[src/rtl/cam_stream_pkg.sv]
// Shared definitions for the synthetic camera stream generator.
// Latency: n/a (constants, encodings and a colour lookup only).
// Backpressure: n/a.
// Contents: FSM state codes, pattern_sel codes, colour-bar RGB565 table.
package cam_stream_pkg;

    // Coordinate width handed to the pattern generator; wide enough for
    // any practical WIDTH/HEIGHT and for the x[7:*] slices the gradient uses.
    localparam int COORD_W = 12;

    // FSM state encodings
    localparam logic [2:0] ST_IDLE   = 3'd0;
    localparam logic [2:0] ST_VSYNC  = 3'd1;
    localparam logic [2:0] ST_VBACK  = 3'd2;
    localparam logic [2:0] ST_ACTIVE = 3'd3;
    localparam logic [2:0] ST_VFRONT = 3'd4;

    // pattern_sel codes
    localparam logic [1:0] SEL_BARS  = 2'b00;
    localparam logic [1:0] SEL_GRAD  = 2'b01;
    localparam logic [1:0] SEL_CHECK = 2'b10;
    localparam logic [1:0] SEL_SOLID = 2'b11;

    // Colour-bar RGB565 values, left to right
    localparam logic [15:0] BAR0 = 16'hFFFF;
    localparam logic [15:0] BAR1 = 16'hFFE0;
    localparam logic [15:0] BAR2 = 16'h07FF;
    localparam logic [15:0] BAR3 = 16'h07E0;
    localparam logic [15:0] BAR4 = 16'hF81F;
    localparam logic [15:0] BAR5 = 16'hF800;
    localparam logic [15:0] BAR6 = 16'h001F;
    localparam logic [15:0] BAR7 = 16'h0000;

    function automatic logic [15:0] bar_colour(input logic [2:0] idx);
        logic [15:0] c;
        case (idx)
            3'd0:    c = BAR0;
            3'd1:    c = BAR1;
            3'd2:    c = BAR2;
            3'd3:    c = BAR3;
            3'd4:    c = BAR4;
            3'd5:    c = BAR5;
            3'd6:    c = BAR6;
            default: c = BAR7;
        endcase
        return c;
    endfunction

endpackage

[src/rtl/cam_stream_if.sv]
// Camera-side bundle: run controls in, OV7670-style sync/data pins out.
// Latency: n/a (wires only).
// Backpressure: none; the stream is free-running like a real sensor.
// master = generator (drives vsync/href/px_data/frame_done/busy),
// slave  = controller/receiver (drives enable/pattern_sel).
interface cam_stream_if;
    logic       enable;
    logic [1:0] pattern_sel;
    logic       vsync;
    logic       href;
    logic [7:0] px_data;
    logic       frame_done;
    logic       busy;

    modport master (
        input  enable, pattern_sel,
        output vsync, href, px_data, frame_done, busy
    );

    modport slave (
        output enable, pattern_sel,
        input  vsync, href, px_data, frame_done, busy
    );
endinterface

[src/rtl/cam_stream_pattern.sv]
// Test-pattern source: maps pixel coordinate (x, y) and pattern select to RGB565.
// Latency: combinational.
// Backpressure: none.
// Ports: x_i/y_i pixel coordinate, sel_i pattern code, rgb_o 16-bit RGB565.
module cam_stream_pattern
    import cam_stream_pkg::*;
#(
    parameter int WIDTH = 160
) (
    input  logic [COORD_W-1:0] x_i,
    input  logic [COORD_W-1:0] y_i,
    input  logic [1:0]         sel_i,
    output logic [15:0]        rgb_o
);
    // Guard tiny widths so the divider never sees zero.
    localparam int BAR_W = (WIDTH / 8 > 0) ? WIDTH / 8 : 1;

    logic [COORD_W-1:0] bar;
    logic               unused_y;

    assign bar      = x_i / COORD_W'(BAR_W);
    // Only a few y bits feed the patterns.
    assign unused_y = ^{y_i[COORD_W-1:7], y_i[1:0]};

    always_comb begin
        rgb_o = 16'h0000;
        case (sel_i)
            // Widths not divisible by 8 leave a remainder; it joins the last bar.
            SEL_BARS:  rgb_o = bar_colour((bar > COORD_W'(7)) ? 3'd7 : bar[2:0]);
            SEL_GRAD:  rgb_o = {x_i[7:3], x_i[7:2], y_i[6:2]};
            SEL_CHECK: rgb_o = (x_i[3] ^ y_i[3]) ? 16'hFFFF : 16'h0000;
            SEL_SOLID: rgb_o = 16'hF800;
        endcase
    end

endmodule

[src/rtl/cam_stream_gen.sv]
// Synthetic OV7670-style camera: vsync/href timing plus an RGB565 byte stream.
// Latency: all outputs registered; vsync rises on the edge after enable is seen in IDLE.
// Backpressure: none; frames run back-to-back while enable is high, never truncated.
// Ports: pclk pixel clock, rst async active-low reset, cam (master modport):
//   enable/pattern_sel in; vsync, href, px_data, frame_done, busy out.
// Option: define CAM_STREAM_SCROLL_EN to scroll the pattern one pixel per frame.
module cam_stream_gen
    import cam_stream_pkg::*;
#(
    parameter int WIDTH       = 160,
    parameter int HEIGHT      = 120,
    parameter int HBLANK      = 16,
    parameter int VSYNC_LINES = 3,
    parameter int VBP         = 2,
    parameter int VFP         = 2
) (
    input  logic         pclk,
    input  logic         rst,
    cam_stream_if.master cam
);
    localparam int LINE_LEN    = 2 * WIDTH + HBLANK;
    localparam int FRAME_LINES = VSYNC_LINES + VBP + HEIGHT + VFP;
    localparam int COL_W       = $clog2(LINE_LEN);
    localparam int LINE_W      = $clog2(FRAME_LINES);

    localparam logic [COL_W-1:0]  COL_LAST  = COL_W'(LINE_LEN - 1);
    localparam logic [COL_W-1:0]  HREF_END  = COL_W'(2 * WIDTH);
    localparam logic [LINE_W-1:0] VS_LAST   = LINE_W'(VSYNC_LINES - 1);
    localparam logic [LINE_W-1:0] VB_LAST   = LINE_W'(VSYNC_LINES + VBP - 1);
    localparam logic [LINE_W-1:0] ACT_FIRST = LINE_W'(VSYNC_LINES + VBP);
    localparam logic [LINE_W-1:0] ACT_LAST  = LINE_W'(VSYNC_LINES + VBP + HEIGHT - 1);
    localparam logic [LINE_W-1:0] FR_LAST   = LINE_W'(FRAME_LINES - 1);

    logic [2:0]         state_q, state_d;
    logic [COL_W-1:0]   col_q, col_d;
    logic [LINE_W-1:0]  line_q, line_d;   // line index within the whole frame
    logic [1:0]         sel_q, sel_d;
    logic               eol;

    logic               vsync_q, vsync_d;
    logic               href_q, href_d;
    logic               done_q, done_d;
    logic               busy_q, busy_d;
    logic [7:0]         px_q, px_d;

    logic [COORD_W-1:0] x_raw, x_pat, y_act;
    logic [15:0]        rgb;

    assign eol = (col_q == COL_LAST);

    // Timing counters and FSM. Counters only advance outside IDLE.
    always_comb begin
        state_d = state_q;
        col_d   = col_q;
        line_d  = line_q;
        sel_d   = sel_q;
        case (state_q)
            ST_IDLE: begin
                if (cam.enable) begin
                    state_d = ST_VSYNC;
                    col_d   = '0;
                    line_d  = '0;
                    sel_d   = cam.pattern_sel;
                end
            end
            default: begin
                col_d = eol ? '0 : col_q + COL_W'(1);
                if (eol) begin
                    line_d = line_q + LINE_W'(1);
                    case (state_q)
                        ST_VSYNC:  if (line_q == VS_LAST)  state_d = ST_VBACK;
                        ST_VBACK:  if (line_q == VB_LAST)  state_d = ST_ACTIVE;
                        ST_ACTIVE: if (line_q == ACT_LAST) state_d = ST_VFRONT;
                        default: begin
                            // End of frame: enable is only consulted here, so a
                            // frame in flight always runs to completion.
                            if (line_q == FR_LAST) begin
                                line_d = '0;
                                if (cam.enable) begin
                                    state_d = ST_VSYNC;
                                    sel_d   = cam.pattern_sel;
                                end else begin
                                    state_d = ST_IDLE;
                                end
                            end
                        end
                    endcase
                end
            end
        endcase
    end

    // Outputs are decoded from the next-state values and registered, so the
    // pins line up exactly with the counter values held after the same edge.
    assign x_raw = COORD_W'(col_d[COL_W-1:1]);
    assign y_act = COORD_W'(line_d - ACT_FIRST);

`ifdef CAM_STREAM_SCROLL_EN
    logic [7:0] fcnt_q;

    always_ff @(posedge pclk or negedge rst) begin
        if (!rst) begin
            fcnt_q <= '0;
        end else if (done_d) begin
            fcnt_q <= fcnt_q + 8'd1;
        end
    end

    // Counter can exceed WIDTH, so a true modulo is needed, not one subtract.
    assign x_pat = COORD_W'((32'(x_raw) + 32'(fcnt_q)) % 32'(WIDTH));
`else
    assign x_pat = x_raw;
`endif

    cam_stream_pattern #(
        .WIDTH (WIDTH)
    ) u_pattern (
        .x_i   (x_pat),
        .y_i   (y_act),
        .sel_i (sel_q),
        .rgb_o (rgb)
    );

    always_comb begin
        vsync_d = (state_d == ST_VSYNC);
        href_d  = (state_d == ST_ACTIVE) && (col_d < HREF_END);
        busy_d  = (state_d != ST_IDLE);
        done_d  = (state_d == ST_VFRONT) && (line_d == FR_LAST) && (col_d == COL_LAST);
        // High byte on even columns, low byte on odd; quiet bus outside href.
        px_d    = href_d ? (col_d[0] ? rgb[7:0] : rgb[15:8]) : 8'h00;
    end

    always_ff @(posedge pclk or negedge rst) begin
        if (!rst) begin
            state_q <= ST_IDLE;
            col_q   <= '0;
            line_q  <= '0;
            sel_q   <= SEL_BARS;
            vsync_q <= 1'b0;
            href_q  <= 1'b0;
            done_q  <= 1'b0;
            busy_q  <= 1'b0;
            px_q    <= 8'h00;
        end else begin
            state_q <= state_d;
            col_q   <= col_d;
            line_q  <= line_d;
            sel_q   <= sel_d;
            vsync_q <= vsync_d;
            href_q  <= href_d;
            done_q  <= done_d;
            busy_q  <= busy_d;
            px_q    <= px_d;
        end
    end

    assign cam.vsync      = vsync_q;
    assign cam.href       = href_q;
    assign cam.px_data    = px_q;
    assign cam.frame_done = done_q;
    assign cam.busy       = busy_q;

endmodule

[src/flat_wrapper.sv]
// flat-port wrapper written by rule: the top's interface ports become plain ports
module cam_stream_gen_flat import cam_stream_pkg::*;
#(
    parameter int WIDTH       = 160,
    parameter int HEIGHT      = 120,
    parameter int HBLANK      = 16,
    parameter int VSYNC_LINES = 3,
    parameter int VBP         = 2,
    parameter int VFP         = 2
)
  (pclk, rst, cam_enable, cam_pattern_sel, cam_vsync, cam_href, cam_px_data, cam_frame_done, cam_busy);
  cam_stream_if cam_i ();
  input  logic pclk;
  input  logic rst;
  input wire logic [$bits(cam_i.enable)-1:0] cam_enable;
  input wire logic [$bits(cam_i.pattern_sel)-1:0] cam_pattern_sel;
  output wire logic [$bits(cam_i.vsync)-1:0] cam_vsync;
  output wire logic [$bits(cam_i.href)-1:0] cam_href;
  output wire logic [$bits(cam_i.px_data)-1:0] cam_px_data;
  output wire logic [$bits(cam_i.frame_done)-1:0] cam_frame_done;
  output wire logic [$bits(cam_i.busy)-1:0] cam_busy;
  assign cam_i.enable = cam_enable;
  assign cam_i.pattern_sel = cam_pattern_sel;
  assign cam_vsync = cam_i.vsync;
  assign cam_href = cam_i.href;
  assign cam_px_data = cam_i.px_data;
  assign cam_frame_done = cam_i.frame_done;
  assign cam_busy = cam_i.busy;
  cam_stream_gen #(.WIDTH(WIDTH), .HEIGHT(HEIGHT), .HBLANK(HBLANK), .VSYNC_LINES(VSYNC_LINES), .VBP(VBP), .VFP(VFP)) u_core (.pclk(pclk), .rst(rst), .cam(cam_i));
endmodule
[config.mk]
export PLATFORM = sky130hd
export DESIGN_NAME = cam_stream_gen_flat
export DESIGN_NICKNAME = d
export VERILOG_FILES = /design/src/rtl/cam_stream_pkg.sv /design/src/rtl/cam_stream_if.sv /design/src/rtl/cam_stream_pattern.sv /design/src/rtl/cam_stream_gen.sv /design/src/flat_wrapper.sv
export SDC_FILE = /design/constraint.sdc
export NUM_CORES = 1
export LEC_CHECK = 0
export CAP_MARGIN = 5
export CORE_ASPECT_RATIO = 1.75
export CORE_UTILIZATION = 40
export CTS_BUF_LIST = sky130_fd_sc_hd__clkbuf_8 sky130_fd_sc_hd__clkbuf_16
export DETAILED_ROUTE_END_ITERATION = 8
export GPL_TIMING_DRIVEN = 1
export PLACE_DENSITY = 0.66
export SYNTH_ARGS = -nofsm -noshare
export SYNTH_HDL_FRONTEND = slang
export SYNTH_SLANG_ARGS = --single-unit
[constraint.sdc]
create_clock -name pclk -period 3.75 [get_ports pclk]
set_input_delay 0.75 -clock pclk [delete_from_list [all_inputs] [get_ports pclk]]
set_output_delay 0.75 -clock pclk [all_outputs]
set_load 0.02 [all_outputs]
==> results.json, run 1 <==
{
  "async_flop_share_pct": 100,
  "yosys.area.top_type": "dfrtp_1",
  "ff2ff_path_depth": 16,
  "critical_path.max_stage_delay_ns": 0.41,
  "synth-simple-area-share_pct": 26.6,
  "crit_chain": "buf_6 -> or4_4 -> and3_4 -> a221o_2 -> clkinv_8 -> nor2_4 -> inv_2 -> ha_4 -> inv_4 -> and4_4 -> o21ai_4 -> o2bb2ai_4 -> o31ai_2 -> a32oi_1 -> o31a_1 -> and2_4 -> o32a_1",
  "fin_cells": 486,
  "cts_sinks": 33,
  "syn_inst": 332,
  "grt-ovfl-total": 0,
  "reg2reg_slack_ns": 0.07,
  "fp.coreArea_mm2": 0.00691,
  "clockBufferDepth": 2,
  "tns_ns": 0,
  "seq_area_um2": 826,
  "gp_congestion": 0.943,
  "skew_ns": 0.00170,
  "slew-limit-headroom_pct": 48.9,
  "worstSetupPathType": "in2reg",
  "worst-endpoint-arrival_ns": 3.87,
  "drt-initial-drc-count": 190,
  "rows": 40,
  "ys.flop_type": "dfrtp_1",
  "timing.rr.start": "u_core.state_q[1]",
  "rsz0062_at_grt": "yes",
  "grtUsageTotal_pct": 24.4,
  "die_x_um": 66.1,
  "root_buffer": "clkbuf_16",
  "synth_compound_area_share_pct": 30.7,
  "finalCoreUtilization_pct": 55.4,
  "yosys_warnings": 0,
  "wl_per_cell_um": 17.6,
  "holdCritPathClass": "reg2reg",
  "io_buffer_count": 16,
  "hold_violations": 0,
  "finalCriticalPeriod_ns": 3.71,
  "grt_use_met1_pct": 25.8,
  "slew_viol_final": 0,
  "vias": 2899,
  "antennaDiodeCount": 0,
  "die_area_mm2": 0.00755,
  "initial_core_util_pct": 41.6,
  "max_cap_viol_count": 0,
  "io_pins": 17,
  "synth_area_leaders": "dfrtp_1, nand2_1, o21ai_0",
  "synth_largest_type_area_fraction_pct": 28.7,
  "top_usage_layer": "met2",
  "insertion_delay_ns": 0.28,
  "fp.dieH_um": 114,
  "worstPathMaxFanout": 4,
  "worst_pin_slew_ns": 0.756,
  "use_met3_pct": 2.19,
  "min_period_over_period_pct": 98.9,
  "vias_per_cell": 5.97,
  "fmax_mhz": 270,
  "grt_start_max_net_pins": 34,
  "grt_pass1_wl_um": 14100,
  "drc": 0,
  "critPathLaunchType": "input port",
  "power.leakage_nw": 1.65,
  "syn_avg_cell_area_um2": 8.66,
  "cts_buffers": 5,
  "antenna_found_initial": 0,
  "ys_seq_area_share_pct": 28.7,
  "synth_top_family_by_area": "compound AO/OA/AOI/OAI gates",
  "status": "finished clean",
  "cellPowerDensity_mw_per_mm2": 546,
  "wl_um": 8580,
  "hpwl_um": 6770,
  "fin_nets": 412,
  "whs_path_depth": 1,
  "hp-start": "u_core.line_q[1]",
  "setup_viol": 0,
  "h-tree-depth": 2,
  "postCtsHoldBufs": 0,
  "drive_above_1_share_pct": 31.1,
  "synth_xor_area_share_pct": 2.61,
  "synthMuxAreaShare_pct": 1.13,
  "yosysUniqueCellTypes": 89,
  "synth_edf_count": 0,
  "first_pass_iters": 4,
  "worstSetupEndpointType": "flip-flop",
  "holdPathEnd": "u_core.line_q[1]",
  "cp.required_ns": 3.91,
  "placed_cells": 475,
  "drtAntennaViolNets": 0,
  "ys_ff_latch": 33,
  "met2_usage_pct": 46.3,
  "synthAdderAreaFrac_pct": 2.52,
  "syn-num-nets": 342,
  "netlist_area_mm2": 0.00288,
  "area_delta_synth_final_pct": 33.1,
  "cts_tree": "yes",
  "hold_ws_ns": 0.645,
  "peakVddDrop_uv": 192,
  "path_clk_slew_ns": 0.05,
  "cp_slowest_cell": "or4_4",
  "multi_input_area_mm2": 0.00200,
  "regToRegEndpoint": "u_core.cam.px_data[0]",
  "fill_cells": 633,
  "grt_pass1_vias": 2923
}
per-layer routing:
layer / up-vias / part of all wire [%]
li1: 1409 / -
met1: 1408 / 37
met2: 56 / 57
met3: 26 / 1.6
met4: 0 / 4.1
met5: - / 0
how the worst max path moves through the flow:
stage,start,end,slack (ns),cells past startpoint
detailed placement,cam_enable,u_core.cam.px_data[0],-0.66,17
global placement,cam_enable,u_core.cam.px_data[1],-0.63,15
CTS,cam_enable,u_core.cam.px_data[0],0.07,17
floorplan,cam_enable,u_core.cam.px_data[0],-0.23,18
global route,cam_enable,u_core.cam.px_data[0],-0.07,17
finish,cam_enable,u_core.cam.px_data[0],0.04,17
worst max-delay path, delay by kind of cell:
kind / cells / cell delay [ns]
buffers and inverters: 4 / 0.27
AND/OR/NAND/NOR: 5 / 0.90
adder cells (fa/ha/maj): 1 / 0.15
AO/OA/AOI/OAI: 7 / 1.76
through the flow:
stage,power [W],instance area (um2),worst slack [ns]
after floorplan,0.00124,2980,-0.229
after global placement,0.00160,3560,-0.629
after detailed placement,0.00162,3560,-0.657
after CTS,0.00203,3710,0.0653
after global routing,0.00223,3830,-0.0722
final,0.00209,3830,0.0416
cells by family (layout without fill, tap and decap cells):
group,Yosys count,after routing
fa+ha+maj,6,6
compound gates,111,111
flops,33,33
xor+xnor,7,7
buf+inv,39,109
simple gates,133,133
mux,3,3
power by group:
part / switching (W) / leakage (nW) / total (W) / internal (W)
Clock: 0.000140 / 0.0741 / 0.000397 / 0.000257
Sequential: 0.0000936 / 0.439 / 0.000508 / 0.000415
Combinational: 0.000659 / 1.13 / 0.00118 / 0.000525
Total: 0.000892 / 1.65 / 0.00209 / 0.00120
sequential cells by signal (all words and copies together), names as in the netlist:
signal and flops:
u_core.cam.vsync 1, u_core.sel_q 2, u_core.cam.px_data 8, u_core.cam.busy 1, u_core.cam.frame_done 1, u_core.cam.href 1, u_core.state_q 3, u_core.col_q 9
u_core.line_q 7
cells in the mapped netlist, types with 4 or more instances:
master / n
o22ai_1: 4
o211ai_1: 8
clkbuf_1: 5
a31oi_1: 10
buf_2: 5
buf_6: 4
ha_1: 5
nand3_1: 13
o21ai_0: 22
nand4_1: 12
nor3_1: 4
dfrtp_1: 33
nor2_1: 26
nand2_1: 32
inv_1: 18
a21oi_1: 13
nor4_1: 5
and3_1: 5
what timing repair did:
item	CTS	global route
setup endpoints to repair	8	8
gates resized for setup	6	16
buffers inserted	0	4
pin swaps	8	18
area by class of cell:
| class | count | share of cell area (%) |
|---|---|---|
| sequential | 33 | 21.6 |
| clock buffer | 6 | 3.63 |
| tap | 84 | 2.75 |
| multi-input combinational | 260 | 52.1 |
| inverter | 21 | 2.45 |
| timing repair buffer | 81 | 17.4 |
| clock inverter | 1 | 0.0980 |
placed cells by master, fill, tap and decap left out, types with 8 or more instances in the layout:
master / count
inv_1: 17
o21ai_0: 22
a31oi_1: 9
nand3_1: 13
o211ai_1: 8
dfrtp_1: 33
nand2_1: 32
a21oi_1: 13
buf_4: 63
clkdlybuf4s50_1: 15
nand4_1: 12
nor2_1: 24
Power figures use the tool's default switching activity.
==> run 2: changes to the inputs <==
--- a/config.mk
+++ b/config.mk
@@ -6,12 +6,15 @@
 export NUM_CORES = 1
 export LEC_CHECK = 0
 export CAP_MARGIN = 5
+export CELL_PAD_IN_SITES_DETAIL_PLACEMENT = 0
+export CELL_PAD_IN_SITES_GLOBAL_PLACEMENT = 1
 export CORE_ASPECT_RATIO = 1.75
-export CORE_UTILIZATION = 40
+export CORE_UTILIZATION = 35
 export CTS_BUF_LIST = sky130_fd_sc_hd__clkbuf_8 sky130_fd_sc_hd__clkbuf_16
+export CTS_CLUSTER_DIAMETER = 120
 export DETAILED_ROUTE_END_ITERATION = 8
 export GPL_TIMING_DRIVEN = 1
-export PLACE_DENSITY = 0.66
+export PLACE_DENSITY = 0.73
 export SYNTH_ARGS = -nofsm -noshare
 export SYNTH_HDL_FRONTEND = slang
 export SYNTH_SLANG_ARGS = --single-unit
==> results.json, run 2 (synthesis gave the netlist of run 1 again) <==
{
  "fp.coreArea_mm2": 0.00796,
  "rows": 43,
  "cp.required_ns": 3.92,
  "worstSetupEndpointType": "flip-flop",
  "fmax_mhz": 269,
  "grt_pass1_vias": 3032,
  "worst_pin_slew_ns": 0.818,
  "grt_start_max_net_pins": 34,
  "initial_core_util_pct": 36.1,
  "cts_sinks": 33,
  "clockBufferDepth": 2,
  "fin_ws_ns": 0.0357,
  "io_buffer_count": 16,
  "cts_buffers": 5,
  "final_common_cell": "buf_4",
  "regMostFlops": "u_core.col_q",
  "worst-endpoint-arrival_ns": 3.88,
  "area_delta_synth_final_pct": 38.0,
  "power_w": 0.00223,
  "fin_cells": 504,
  "holdCritPathClass": "reg2reg",
  "dp_slack_ns": -0.682,
  "critPathLaunchType": "flip-flop",
  "timing.rr.start": "u_core.state_q[1]",
  "vias_per_cell": 5.87,
  "min_period_over_period_pct": 99.0,
  "vias": 2959,
  "grtUsageTotal_pct": 23.0,
  "cellPowerDensity_mw_per_mm2": 562,
  "antennaDiodeCount": 0,
  "slew-limit-headroom_pct": 44.8,
  "drtAntennaViolNets": 0,
  "hpwl_um": 7340,
  "final_cell_mix": "buf_4, nand2_1, dfrtp_1",
  "setup_viol": 0,
  "path_clk_slew_ns": 0.06,
  "drc": 2,
  "status": "complete, but fails checks",
  "first_pass_iters": 6,
  "largest_register_ffs": 9,
  "root_buffer": "clkbuf_16",
  "drt-initial-drc-count": 178,
  "io_pins": 17,
  "wl_um": 9310,
  "worstPathMaxFanout": 5,
  "finalCriticalPeriod_ns": 3.71,
  "cts_tree": "yes",
  "h-tree-depth": 2,
  "hold_violations": 0,
  "crit_path_start": "u_core.state_q[1]",
  "worstSetupPathType": "reg2reg",
  "max_cap_viol_count": 0,
  "grt_pass1_wl_um": 15300,
  "peakVddDrop_uv": 234,
  "skew_ns": 0.00639,
  "postCtsHoldBufs": 0,
  "power.leakage_nw": 1.72,
  "violations": "DRC",
  "die_x_um": 70.5,
  "fp.dieH_um": 122,
  "hp-start": "u_core.line_q[1]",
  "antenna_found_initial": 0,
  "die_area_mm2": 0.00860,
  "rsz0062_at_grt": "yes",
  "wl_per_cell_um": 18.5,
  "grt-ovfl-total": 0,
  "placed_cells": 490,
  "fin_nets": 423,
  "slew_viol_final": 0,
  "gp_congestion": 0.919,
  "insertion_delay_ns": 0.28,
  "drive_above_1_share_pct": 33.8
}
run 2: final cells by class:
| cell class | instances | area (um2) |
|---|---|---|
| timing repair buffer | 92 | 751 |
| fill | 768 | 3990 |
| tap | 90 | 113 |
| clock buffer | 6 | 139 |
| inverter | 21 | 93.8 |
| multi-input combinational | 260 | 2010 |
| clock inverter | 2 | 33.8 |
| sequential | 33 | 827 |
run 2: worst max-delay path, cell delays in order, from the launching register on:
cell	delay [ns]
dfrtp_2	0.44
or4_4	0.55
and3_4	0.16
a221o_2	0.45
clkinv_8	0.07
nor2_4	0.03
inv_2	0.06
ha_4	0.16
inv_4	0.05
a31oi_4	0.16
buf_6	0.12
o21ai_4	0.08
buf_4	0.14
o211ai_1	0.25
a32oi_1	0.10
o31a_1	0.34
and2_4	0.16
o32a_1	0.28
run 2: worst paths after layout:
kind / endpoint / slack [ns] / cells past startpoint
setup / recovery: u_core.cam.px_data[0] / 0.04 / 17
hold / removal: u_core.line_q[1] / 0.61 / 1
setup reg to reg: u_core.cam.px_data[0] / 0.04 / 17
hold reg to reg: u_core.line_q[1] / 0.61 / 1
max in group asynchronous: u_core.state_q[1] / 2.52 / 2
min in group asynchronous: u_core.cam.px_data[1] / 0.88 / 2
run 2: what timing repair did:
item,CTS,global route
endpoints found under the hold margin,0,0
gates resized for setup,19,10
pin swaps,12,8
setup buffers,3,3
setup endpoints to repair,8,8
run 2: power breakdown:
group,switching (W),internal [W],leakage [nW]
registers,0.0000887,0.000414,0.437
logic,0.000698,0.000541,1.19
clock network,0.000159,0.000329,0.0883
total,0.000945,0.00128,1.72
run 2: stage by stage:
step	cell area [um2]	setup TNS, ns	util, %	hold WS, ns
floorplan	2980	-0.574	-	0.454
global placement	3640	-4.45	45.7	0.587
detailed placement	3640	-4.88	45.7	0.587
CTS	3900	0	48.9	0.599
global route	3970	-0.228	49.9	0.631
finish	3970	0	49.9	0.615
run 2: metal layers:
metal / GRT usage (%) / part of all wire, % / vias up
li1: - / - / 1432
met1: 23.7 / 36 / 1403
met2: 43.3 / 56 / 86
met3: 2.89 / 2.9 / 38
met4: 14.9 / 4.9 / 0
met5: 0 / 0 / -
==> run 3: changes to the inputs <==
--- a/config.mk
+++ b/config.mk
@@ -5,7 +5,7 @@
 export SDC_FILE = /design/constraint.sdc
 export NUM_CORES = 1
 export LEC_CHECK = 0
-export CAP_MARGIN = 5
+export CAP_MARGIN = 0
 export CELL_PAD_IN_SITES_DETAIL_PLACEMENT = 0
 export CELL_PAD_IN_SITES_GLOBAL_PLACEMENT = 1
 export CORE_ASPECT_RATIO = 1.75
==> constraint.sdc (replaced) <==
create_clock -name pclk -period 3.75 [get_ports pclk]
set_input_delay 0.75 -clock pclk [delete_from_list [all_inputs] [get_ports pclk]]
set_output_delay 0.75 -clock pclk [all_outputs]
set_load 0.01 [all_outputs]
==> results of run 3 <==
The final DEF is identical to that of run 2. Status: complete, but fails checks: DRC.
Among the figures that moved: total power 0.00223 W -> 0.00222 W; worst IR drop on VDD 234 uV -> 233 uV
